[src/rtl/clock_time_ctrl.sv]
// Time-of-day controller: divides clk into a seconds tick, runs the BCD
// seconds/minutes/hours carry chain and offers a key-driven set mode.
`timescale 1ns/1ps
module clock_time_ctrl #(
   parameter int TICK_DIV = 50000000
) (
   input  logic       clk,
   input  logic       rst,
   input  logic       en,
   input  logic       key_mode,
   input  logic       key_inc,
   output logic [7:0] sec,
   output logic [7:0] min,
   output logic [7:0] hour,
   output logic [1:0] mode,
   output logic       tick,
   output logic       day_co
);

   localparam int            PW         = (TICK_DIV > 1) ? $clog2(TICK_DIV) : 1;
   localparam logic [PW-1:0] PRESC_LAST = PW'(TICK_DIV - 1);

   typedef enum logic [1:0] {
      RUN     = 2'd0,
      SET_HR  = 2'd1,
      SET_MIN = 2'd2
   } stateType;

   stateType      r_state;
   logic [PW-1:0] r_presc;
   logic [7:0]    r_sec;
   logic [7:0]    r_min;
   logic [7:0]    r_hour;
   logic          r_tick;
   logic          r_dayCo;
   logic          r_keyModePrev;
   logic          r_keyIncPrev;

   logic          w_modeEdge;
   logic          w_incEdge;
   logic          w_tick;
   logic          w_secWrap;
   logic          w_minWrap;
   logic          w_hourWrap;
   logic [7:0]    w_secNext;
   logic [7:0]    w_minNext;
   logic [7:0]    w_hourNext;

   // Modulo-60 BCD increment; every result stays legal BCD in 00..59.
   function automatic logic [7:0] bcdInc60(input logic [7:0] v);
      logic [7:0] res;
      if (v[3:0] == 4'd9) begin
         if (v[7:4] == 4'd5) begin
            res = 8'h00;
         end else begin
            res = {v[7:4] + 4'd1, 4'd0};
         end
      end else begin
         res = {v[7:4], v[3:0] + 4'd1};
      end
      return res;
   endfunction

   function automatic logic [7:0] bcdInc24(input logic [7:0] v);
      logic [7:0] res;
      if (v == 8'h23) begin
         res = 8'h00;
      end else if (v[3:0] == 4'd9) begin
         res = {v[7:4] + 4'd1, 4'd0};
      end else begin
         res = {v[7:4], v[3:0] + 4'd1};
      end
      return res;
   endfunction

   // A mode edge in the same cycle as an increment edge swallows the increment.
   assign w_modeEdge = key_mode & ~r_keyModePrev;
   assign w_incEdge  = key_inc & ~r_keyIncPrev & ~w_modeEdge;
   assign w_tick     = (r_state == RUN) && en && (r_presc == PRESC_LAST);

   assign w_secWrap  = (r_sec  == 8'h59);
   assign w_minWrap  = (r_min  == 8'h59);
   assign w_hourWrap = (r_hour == 8'h23);
   assign w_secNext  = bcdInc60(r_sec);
   assign w_minNext  = bcdInc60(r_min);
   assign w_hourNext = bcdInc24(r_hour);

   always_ff @(posedge clk or negedge rst) begin
      if (!rst) begin
         r_state       <= RUN;
         r_presc       <= '0;
         r_sec         <= 8'h00;
         r_min         <= 8'h00;
         r_hour        <= 8'h00;
         r_tick        <= 1'b0;
         r_dayCo       <= 1'b0;
         r_keyModePrev <= 1'b0;
         r_keyIncPrev  <= 1'b0;
      end else begin
         r_keyModePrev <= key_mode;
         r_keyIncPrev  <= key_inc;
         r_tick        <= w_tick;
         r_dayCo       <= w_tick & w_secWrap & w_minWrap & w_hourWrap;

         unique case (r_state)
            RUN: begin
               if (en) begin
                  r_presc <= w_tick ? '0 : r_presc + PW'(1);
               end
               if (w_tick) begin
                  r_sec <= w_secNext;
                  if (w_secWrap) begin
                     r_min <= w_minNext;
                     if (w_minWrap) begin
                        r_hour <= w_hourNext;
                     end
                  end
               end
               // A tick landing on the mode edge is still counted before leaving RUN.
               if (w_modeEdge) begin
                  r_state <= SET_HR;
                  r_presc <= '0;
               end
            end
            SET_HR: begin
               r_presc <= '0;
               if (w_modeEdge) begin
                  r_state <= SET_MIN;
               end else if (w_incEdge) begin
                  r_hour <= w_hourNext;
               end
            end
            SET_MIN: begin
               r_presc <= '0;
               if (w_modeEdge) begin
                  r_state <= RUN;
                  r_sec   <= 8'h00;
               end else if (w_incEdge) begin
                  r_min <= w_minNext;
               end
            end
            default: begin
               r_state <= RUN;
               r_presc <= '0;
            end
         endcase
      end
   end

   assign sec    = r_sec;
   assign min    = r_min;
   assign hour   = r_hour;
   assign mode   = r_state;
   assign tick   = r_tick;
   assign day_co = r_dayCo;

endmodule

[config.mk]
export PLATFORM = sky130hd
export DESIGN_NAME = clock_time_ctrl
export DESIGN_NICKNAME = d
export VERILOG_FILES = /design/src/rtl/clock_time_ctrl.sv
export SDC_FILE = /design/constraint.sdc
export NUM_CORES = 1
export LEC_CHECK = 0
export BUFFER_PORTS_ARGS = -buffer_cell sky130_fd_sc_hd__buf_2
export CAP_MARGIN = 5
export CORE_ASPECT_RATIO = 1.5
export CORE_MARGIN = 4
export CORE_UTILIZATION = 33
export CTS_BUF_LIST = sky130_fd_sc_hd__clkbuf_4 sky130_fd_sc_hd__clkbuf_8
export CTS_CLUSTER_DIAMETER = 200
export CTS_CLUSTER_SIZE = 24
export DETAILED_ROUTE_END_ITERATION = 10
export PLACE_DENSITY = 0.47
export SKIP_LAST_GASP = 1
export SLEW_MARGIN = 25
export SYNTH_ARGS = -nofsm -noshare
export SYNTH_HDL_FRONTEND = slang
export SYNTH_SLANG_ARGS = --single-unit
[constraint.sdc]
create_clock -name clk -period 3 [get_ports clk]
set_clock_uncertainty 0.2 [all_clocks]
set_input_delay 0.45 -clock clk [delete_from_list [all_inputs] [get_ports clk]]
set_output_delay 0.45 -clock clk [all_outputs]
set_load 0.02 [all_outputs]
# [After elaboration in Yosys (flattened, before gate mapping)]
# Cells that the tools add are included.
[classes] add_sub_neg=7 n_eq_ne=23 n_mux=28 n_bitwise=9 reduce_logical=10
[op_table] cell="8-bit two-way mux" n=17
[op_table] cell="26-bit two-way mux" n=4
[op_table] cell="8-bit case mux with 2 select lines" n=3
[op_table] cell="26-bit by 1-bit adder with 26-bit output, second input constant" n=1
[op_table] cell="26-bit equality test, second input constant" n=1
[op_table] cell="4-bit by 1-bit adder with 4-bit output, second input constant" n=6
[op_table] cell="2-bit != test, second input constant" n=10
[op_table] cell="8-bit by 7-bit equality test with 1-bit output, second input constant" n=2
[op_table] cell="4-bit equality test, second input constant" n=3
[op_table] cell="4-bit by 3-bit equality test with 1-bit output, second input constant" n=2
[op_table] cell="8-bit by 6-bit equality test with 1-bit output, second input constant" n=1
[op_table] cell="1-bit bitwise AND" n=6
[op_table] cell="2-bit two-way mux" n=3
[op_table] cell="2-bit case mux with 3 select lines" n=1
[op_table] cell="3-bit AND reduction" n=2
[op_table] cell="6-bit AND reduction" n=1
[op_table] cell="5-bit AND reduction" n=1
[op_table] cell="4-bit AND reduction" n=1
[op_table] cell="2-bit nonzero test" n=2
[op_table] cell="3-bit != test, second input constant" n=1
[op_table] cell="1-bit inverter" n=3
[op_table] cell="2-bit by 1-bit equality test with 1-bit output, second input constant" n=1
[op_table] cell="2-bit equality test, second input constant" n=1
[op_table] cell="1-bit logical AND" n=2
[op_table] cell="2 further kinds" n=2
[word_totals] reg_bits=56 inputBits=5 out_inout_bits=28 elab_cells=87

# [Logic depth before layout (Yosys ltp)]
# Gate-level depths: netlist (run 1).
[depth] ltp_word=7 mapped_depth=7 depth_no_buf=7

# [Worst setup path before layout (run 1)]
# No wires, ideal clock.
[synth_path] kind="register to register" start="register r_presc[0]" end="register r_min[1] (netlist: min[1])" setup_ns=0.128 t_arrival_ns=2.182 required_ns=2.672 setup_slack_ns=0.490 path_stages_with_launch=7 n_path_buf=0 period_less_slack_ns=2.510 cell_sequence="dfrtp_1 ha_1 nand3_1 or4_4 nor4_4 o21a_1 mux2_1"
[synth_via] elab_chain_cells=4
[synth_rtl] item="start: declaration" line="30" text="logic [PW-1:0] r_presc;"
[synth_rtl] item="start signal: assignment" line="108" text="r_presc <= w_tick ? '0 : r_presc + PW'(1);"
[synth_rtl] item="26-bit equality test" line="79" text="assign w_tick = (r_state == RUN) && en && (r_presc == PRESC_LAST);"
[synth_rtl] item="1-bit logical AND" line="79"
[synth_rtl] item="2-bit != test (no line)"
[synth_rtl] item="5-bit AND reduction (no line)"
[synth_rtl] item="end signal: assignment" line="113" text="r_min <= w_minNext;"
[synth_rtl] item="end signal: assignment" line="139" text="r_min <= w_minNext;"
[synth_rtl] item="end: declaration" line="32" text="logic [7:0] r_min;"
# Every way passes these cells.
# A chain may end at the register's enable or synchronous reset.

# [Worst setup path after layout (run 1)]
# Same ends and word-level chain as after synthesis.

==> results of run 1 <==
[per-stage QoR]
stage                     setup slack [ns]  hold WS [ns]  instance area [um^2]
final                               0.2701       0.05627                  3526
after global routing                0.1008       0.04991                  3526
after CTS                           0.2705       0.04970                  3526
after detailed placement            0.2791        0.2898                  3433
after global placement              0.3266        0.2874                  3433
after floorplan                     0.4901      -0.04559                  3092
[cells in the final DEF (no fill, tap or decap), drive strengths merged, types with 7 or more instances in the layout]
cell type | Yosys | final
buf | 0 | 40
nor3 | 9 | 9
inv | 15 | 15
ha | 10 | 10
nor2 | 36 | 36
xor2 | 16 | 16
nand4 | 14 | 14
dfrtp | 56 | 56
a21oi | 7 | 7
nand2 | 21 | 21
nand2b | 10 | 10
nor4 | 7 | 7
xnor2 | 11 | 11
o21ai | 15 | 15
and3 | 7 | 7
nand3 | 16 | 16
[registers in the layout, summed over array words and instances (netlist names)]
name,flops
min,8
sec,8
r_keyIncPrev,1
r_keyModePrev,1
r_presc,26
tick,1
mode,2
hour,8
day_co,1
[layout make-up]
type                       count  area (um^2)  area share (%)
inverter                      15        56.30           1.597
tap                          112        140.1           3.974
clock buffer                   6        76.32           2.165
clock inverter                 2        16.27          0.4613
multi-input combinational    244         1615           45.81
timing repair buffer          40        220.2           6.246
sequential                    56         1401           39.74
[per-layer routing]
| layer | GRT usage (%) | vias to the layer above | routed length, um | part of all wire [%] |
|---|---|---|---|---|
| li1 | - | 1245 | - | - |
| met1 | 17.57 | 1258 | 3200 | 41 |
| met2 | 25.59 | 50 | 4047 | 52 |
| met3 | 2.599 | 15 | 289 | 3.7 |
| met4 | 5.046 | 0 | 189 | 2.4 |
| met5 | 0 | - | 0 | 0 |
[power groups by stage]
stage          registers [mW]  logic [mW]  clock network (mW)
6_report                 1.03       0.626               0.441
4_1_cts                  1.03       0.637               0.460
3_5_place_dp             1.04       0.637                   0
2_1_floorplan            1.11       0.316                   0
3_3_place_gp             1.04       0.635                   0
5_1_grt                  1.05       0.688               0.488
[path summary, 6_finish.rpt]
| path | end | slack (ns) | cells after the start |
|---|---|---|---|
| hold / removal | min[2] | 0.06 | 2 |
| setup reg to reg | min[1] | 0.27 | 6 |
| max in group asynchronous | r_presc[13] | 2.06 | 2 |
| setup / recovery | min[1] | 0.27 | 6 |
| hold reg to reg | hour[7] | 0.31 | 1 |
| min in group clk | r_keyModePrev | 0.06 | 1 |
[cell families (layout without fill, tap and decap cells)]
family	Yosys count	count (layout)	share of synthesized area [%]
DFF	56	56	45.33
AOI/OAI and AO/OA	49	49	10.97
buffers and inverters	20	63	2.428
xor gates and xnor gates	27	27	7.649
and+or+nand+nor	153	153	27.84
adders and majority gates	10	10	4.047
muxes	5	5	1.740
[worst max-delay path: stages (launching register included)]
cell and delay (ns):
dfrtp_1 0.45, ha_1 0.25, nand3_1 0.11, or4_4 0.57
nor4_4 0.50, o21a_1 0.22, mux2_1 0.33
==> flow_summary.json, run 1 <==
{
  "finalNonFillerCells": 475,
  "portBuffers": 32,
  "p_comb_share_pct": 29.9,
  "yosysSeqAreaShare_pct": 45.33,
  "track_usage_pct": 14.59,
  "status": "complete, no violations",
  "num_vias": 2568,
  "drv_cap": 0,
  "leakagePower_nw": 1.541,
  "synthCells": 320,
  "yosys_warnings": 0,
  "synth_area_leaders": "dfrtp_1 45%, xor2_1 4.5%, nor2_1 4.4%",
  "clockPowerShare_pct": 21.0,
  "synth_nets": 335,
  "die_area_mm2": 0.01101,
  "die_height_um": 126.5,
  "cts_buffer_depth": 2,
  "final_core_util_pct": 38.32,
  "die_w_um": 87.03,
  "final_nets": 377,
  "clk_latency_ns": 0.32,
  "yosysTopAreaCell": "dfrtp_1",
  "antenna_found_initial": 0,
  "num_io_pins": 33,
  "synth-seq-cells": 56,
  "synth_top_area_share_pct": 45.33,
  "critPathCaptureType": "register",
  "ant_nets": 0,
  "grt_pass1_vias": 2430,
  "synth-edff-count": 0,
  "synth_common_cells": "56 x dfrtp_1, 36 x nor2_1, 21 x nand2_1, 16 x xor2_1",
  "hp-class": "input port to asynchronous set/reset pin",
  "initial_core_util_pct": 33.61,
  "tightestPinTransition_ns": 0.7802,
  "slew_headroom_pct": 47.74,
  "ys_types": 57,
  "crit_path_start": "r_presc[0]",
  "grt_max_degree": 57,
  "p_switching_mw": 0.8298,
  "reg2reg_from": "r_presc[0]",
  "ys_async_sr_fraction_pct": 100.0,
  "crit_fanout": 8,
  "fin_crit_ns": 2.730,
  "dp_hpwl_um": 5817,
  "min_period_over_period_pct": 91.00,
  "h-tree-depth": 2,
  "syn-cell-area_mm2": 0.003092,
  "setup_viol": 0,
  "dp.cells": 467,
  "gp_congestion": 0.8211,
  "cts.sinks": 56,
  "critPathRequiredTime_ns": 3.01,
  "powerDensity_mw_per_mm2": 594.1,
  "areaGrowthSynthToFinish_pct": 14.04,
  "synth.most_common_cell": "dfrtp_1",
  "cts_setup_buffers": 0,
  "cp.arrival_ns": 2.74,
  "drc": 0,
  "slew_viol_final": 0,
  "synthFlopType": "dfrtp_1",
  "cts_hold_buf": 0,
  "grt.overflow.total": 0,
  "seqPwrFrac_pct": 49.1,
  "cp-start-kind": "register",
  "dr.pass1.iters": 4,
  "grt_pass1_wl_um": 12540,
  "hold_violations": 0,
  "critical_path_class": "register to register",
  "core_mm2": 0.009200,
  "vdd_drop_max_v": 0.0003676,
  "total_power_mw": 2.095,
  "cts_buffers": 5,
  "p_int_mw": 1.265,
  "final_layout_size_suffix_gt1_share_pct": 15.70,
  "drt-initial-drc-count": 95,
  "wirelength_um": 7727,
  "clkTransAtPathRegs_ns": 0.10,
  "postSynthAreaPerCell_um2": 9.662,
  "rsz0062_at_grt": "no",
  "antennaDiodeCount": 0,
  "ctsResizeCount": 0,
  "cts_root_buffer": "clkbuf_8",
  "wl_per_cell_um": 16.27,
  "cts_tree": "yes",
  "fmax_mhz": 366.3,
  "fillCellCount": 904,
  "swShare_pct": 39.62,
  "fin_tns_setup_ns": 0,
  "num_rows": 43,
  "via_per_inst": 5.406
}
Note: power is estimated with default switching activity, not from simulation.
==> run 2: changes to the inputs <==
clock period = 2.9 ns   (was 3 ns; I/O delays follow)
==> run 2 against run 1 <==
  * Total power grew 4.6%
  * Hold slack lost 0.018 ns
  * Cell area grew 1.6%
  * Highest routed layer unchanged
  * Sequential share of layout area shrank 0.62 points
  * Combinational power grew 8.6%
  * Via count shrank 0.78%
  * Sequential power is essentially flat
  * Critical path depth is the same
==> flow_summary.json, run 2 (same netlist as run 1, synthesis figures left out) <==
{
  "grt_max_degree": 57,
  "fin_tns_setup_ns": 0,
  "largest_reg_flops": 26,
  "track_usage_pct": 15.03,
  "final_layout_size_suffix_gt1_share_pct": 16.35,
  "hold_violations": 0,
  "status": "complete, no violations",
  "rsz0062_at_grt": "no",
  "portBuffers": 32,
  "top_layer": "met4",
  "leakagePower_nw": 1.575,
  "powerDensity_mw_per_mm2": 611.5,
  "regMostFlops": "r_presc",
  "h-tree-depth": 2,
  "fmax_mhz": 374.6,
  "slew_viol_final": 0,
  "num_rows": 43,
  "grt_pass1_wl_um": 13030,
  "areaGrowthSynthToFinish_pct": 15.86,
  "whs_ns": 0.03780,
  "dr.pass1.iters": 4,
  "min_period_over_period_pct": 92.05,
  "cts_buffers": 5,
  "cp.arrival_ns": 2.69,
  "grt.overflow.total": 0,
  "final_core_util_pct": 38.94,
  "vdd_drop_max_v": 0.0003095,
  "crit_fanout": 6,
  "drt-initial-drc-count": 124,
  "setup_viol": 0,
  "critPathCaptureType": "register",
  "gp_congestion": 0.7956,
  "cts_buffer_depth": 2,
  "num_vias": 2548,
  "antennaDiodeCount": 0,
  "clk_latency_ns": 0.32,
  "dp_hpwl_um": 5882,
  "ant_nets": 0,
  "reg2reg_from": "r_presc[0]",
  "die_w_um": 87.03,
  "drv_cap": 0,
  "wl_per_cell_um": 16.42,
  "final_nets": 381,
  "drc": 0,
  "wl_met2_um": 4221,
  "tightestPinTransition_ns": 0.7302,
  "critPathRequiredTime_ns": 2.92,
  "cts.sinks": 56,
  "stdcell_area_mm2": 0.003582,
  "cts_tree": "yes",
  "cts_root_buffer": "clkbuf_8",
  "cts_setup_buffers": 0,
  "grt_pass1_vias": 2541,
  "hp-start": "key_mode",
  "antenna_found_initial": 0,
  "wirelength_um": 7863,
  "initial_core_util_pct": 33.61,
  "via_per_inst": 5.319,
  "num_io_pins": 33,
  "finalNonFillerCells": 479,
  "placed_area_mm2": 0.003481,
  "core_mm2": 0.009200,
  "die_height_um": 126.5,
  "wl_met3_um": 302,
  "crit_path_start": "r_presc[0]",
  "wl_met1_um": 3162,
  "ctsResizeCount": 0,
  "fin_crit_ns": 2.670,
  "slew_headroom_pct": 51.09,
  "die_area_mm2": 0.01101,
  "final_common_cell": "dfrtp_1",
  "clkTransAtPathRegs_ns": 0.11,
  "dp.cells": 470,
  "final_cell_mix": "56 x dfrtp_1, 36 x nor2_1, 32 x buf_2, 21 x nand2_1, 16 x xor2_1",
  "cp-start-kind": "register",
  "hp-class": "input port to register",
  "critical_path_class": "register to register"
}
[run 2: layer usage]
metal  vias up  GRT usage (%)
li1       1251              -
met1      1230          17.87
met2        56          26.49
met3        11          2.599
met4         0          5.596
met5         -              0
[run 2: final cells by class]
type	count	area (um^2)
Clock buffer	5	68.82
Clock inverter	3	22.52
Fill cell	949	5618
Inverter	15	56.30
Multi-Input combinational cell	244	1615
Sequential cell	56	1401
Tap cell	112	140.1
Timing Repair Buffer	44	277.8
[run 2: critical path, stage by stage, from the launching register on]
cell     delay, ns
dfrtp_1       0.45
ha_1          0.24
nand3_1       0.11
or4_4         0.57
nor4_4        0.46
o21a_1        0.22
mux2_1        0.32
[run 2: worst paths after layout]
| path | to | slack, ns | depth (start not counted) |
|---|---|---|---|
| max | min[1] | 0.23 | 6 |
| min in group asynchronous | min[6] | 0.43 | 3 |
| min | r_keyModePrev | 0.04 | 1 |
| max in group asynchronous | r_presc[9] | 1.81 | 3 |
| min reg2reg | hour[7] | 0.31 | 1 |
| max reg2reg | min[1] | 0.23 | 6 |
[run 2: power by group]
part,internal [mW],total (mW),switching [mW],leakage [nW]
clock network,0.174,0.450,0.276,0.0485
logic,0.256,0.680,0.424,0.776
registers,0.891,1.06,0.169,0.750
total,1.32,2.19,0.869,1.58
[run 2: per-stage QoR]
step	total power, mW	setup slack (ns)
after floorplan	1.476	0.3901
after global placement	1.753	0.2887
after detailed placement	1.765	0.2532
after CTS	2.232	0.2233
after global routing	2.353	0.09060
final	2.191	0.2304
[run 2: repair_timing]
item	in CTS	in global routing
setup endpoints to repair	0	0
hold buffers	1	0
hold endpoints to repair	56	0
==> run 3: changes to the inputs <==
REMOVE_ABC_BUFFERS = 1   (was unset)
==> run 3 against run 2 <==
  * Critical path depth is 1 higher
  * Register-to-register slack better by 0.04 ns
  * Wire length is 0.24% lower
  * Fmax is 1.4% higher
  * Utilization is 0.11 points lower
  * Combinational power is 2% lower
  * Via count is 0.78% lower
  * First-iteration DRC count is 26% lower
  * Total power is 3.0% higher
  * Non-clock buffer count is 2 lower
  * Hold slack worse by 0.0090 ns
  * Sequential share of layout area is 0.11 points higher
==> flow_summary.json, run 3 (same netlist as run 1, synthesis figures left out) <==
{
  "ant_nets": 0,
  "grt_pass1_wl_um": 13010,
  "hp-class": "input port to register",
  "crit_chain": "ha_1 -> nand3_1 -> or4_4 -> nor4_4 -> buf_4 -> o21a_1 -> mux2_1",
  "cp-start-kind": "register",
  "fin_crit_ns": 2.633,
  "num_vias": 2528,
  "drc": 0,
  "cts_buffers": 5,
  "leakagePower_nw": 1.566,
  "rsz0062_at_grt": "no",
  "fin_tns_setup_ns": 0,
  "cts.sinks": 56,
  "slew_viol_final": 0,
  "timing.final.ws_setup_ns": 0.2665,
  "antenna_found_initial": 0,
  "clk_latency_ns": 0.32,
  "cp.arrival_ns": 2.65,
  "slew_headroom_pct": 47.92,
  "clockPowerShare_pct": 23.4,
  "cp-endpoint": "min[1]",
  "cp_slowest_cell": "or4_4",
  "via_per_inst": 5.300,
  "slowest_delay_ns": 0.57,
  "setup_viol": 0,
  "clkTransAtPathRegs_ns": 0.11,
  "min_period_over_period_pct": 90.81,
  "antennaDiodeCount": 0,
  "die_height_um": 126.5,
  "placed_area_mm2": 0.003446,
  "critPathCaptureType": "register",
  "final_nets": 379,
  "num_rows": 43,
  "cts_setup_buffers": 0,
  "initial_core_util_pct": 33.61,
  "final_common_cell": "dfrtp_1",
  "whs_ns": 0.02882,
  "p_comb_share_pct": 29.5,
  "crit_path_start": "r_presc[0]",
  "num_io_pins": 33,
  "swShare_pct": 38.19,
  "crit_fanout": 8,
  "critical_path_class": "register to register",
  "die_w_um": 87.03,
  "dp_slack_ns": 0.1630,
  "critPathRequiredTime_ns": 2.92,
  "core_mm2": 0.009200,
  "final_cell_mix": "56 x dfrtp_1, 36 x nor2_1, 32 x buf_2, 21 x nand2_1, 16 x xor2_1",
  "tightestPinTransition_ns": 0.7776,
  "vdd_drop_max_v": 0.0003537,
  "portBuffers": 32,
  "hp-start": "key_inc",
  "dr.pass1.iters": 4,
  "reg2reg_slack_ns": 0.27,
  "grt_pass1_vias": 2559,
  "regMostFlops": "r_presc",
  "h-tree-depth": 2,
  "cts_tree": "yes",
  "wl_per_cell_um": 16.44,
  "dp_hpwl_um": 5926,
  "total_power_mw": 2.255,
  "largest_reg_flops": 26,
  "grt.overflow.total": 0,
  "finalNonFillerCells": 477,
  "dp.cells": 467,
  "cts_buffer_depth": 2,
  "drv_cap": 0,
  "ctsResizeCount": 0,
  "p_int_mw": 1.394,
  "stdcell_area_mm2": 0.003572,
  "grt_max_degree": 57,
  "seqPwrFrac_pct": 47.1,
  "cts_hold_buf": 0,
  "powerDensity_mw_per_mm2": 631.4,
  "cts_root_buffer": "clkbuf_8",
  "fmax_mhz": 379.7,
  "hold_violations": 0,
  "track_usage_pct": 15.08,
  "status": "complete, no violations",
  "reg2reg_from": "r_presc[0]",
  "r2r_end": "min[1]",
  "wirelength_um": 7844,
  "gp_congestion": 0.7703,
  "areaGrowthSynthToFinish_pct": 15.54,
  "final_layout_size_suffix_gt1_share_pct": 16.16,
  "die_area_mm2": 0.01101,
  "fillCellCount": 959,
  "r2r_cells": 7,
  "final_core_util_pct": 38.83,
  "drt-initial-drc-count": 92,
  "p_switching_mw": 0.8612
}
## run 3: cell count changes in the layout (fill, tap and decap cells not counted), sizes merged
cell | before | now
buf | 43 | 42
bufinv | 0 | 1
clkinv | 2 | 1
clkinvlp | 0 | 1
dlygate4sd3 | 1 | 0
inv | 16 | 15
## run 3: worst min-delay path by stage
stage / depth (start not counted) / to / slack [ns]
finish: 1 / r_keyIncPrev / 0.03
global route: 1 / r_keyIncPrev / 0.01
CTS: 1 / r_keyIncPrev / 0.01
detailed placement: 1 / hour[7] / 0.30
global placement: 1 / hour[7] / 0.29
floorplan: 0 / day_co / -0.06
## run 3: layer usage
metal,track usage [%],share of wire (%),vias up
met3,2.794,4.2,12
met2,27.92,54,45
met4,5.688,2.2,0
met5,0,0,-
met1,16.55,39,1226
li1,-,-,1245
## run 3: critical path: cells and delay by family (launching register included)
kind,cells,cell delay [ns]
flops,1,0.44
simple gates,3,0.96
fa+ha+maj,1,0.23
compound gates,1,0.17
mux,1,0.33
buf+inv,1,0.19
## run 3: final cells by class
type / instances / area, um^2 / share of cell area [%]
Tap cell: 112 / 140.1 / 3.923
Clock inverter: 3 / 42.54 / 1.191
Sequential cell: 56 / 1401 / 39.23
Inverter: 15 / 56.30 / 1.576
Timing Repair Buffer: 42 / 247.7 / 6.935
Multi-Input combinational cell: 244 / 1615 / 45.22
Clock buffer: 5 / 68.82 / 1.926
## run 3: power by group through the flow
stage	Combinational [mW]	Sequential (mW)	Clock, mW
floorplan	0.294	1.17	0
global placement	0.676	1.08	0
detailed placement	0.680	1.08	0
CTS	0.680	1.07	0.551
global route	0.739	1.09	0.581
finish	0.665	1.06	0.527
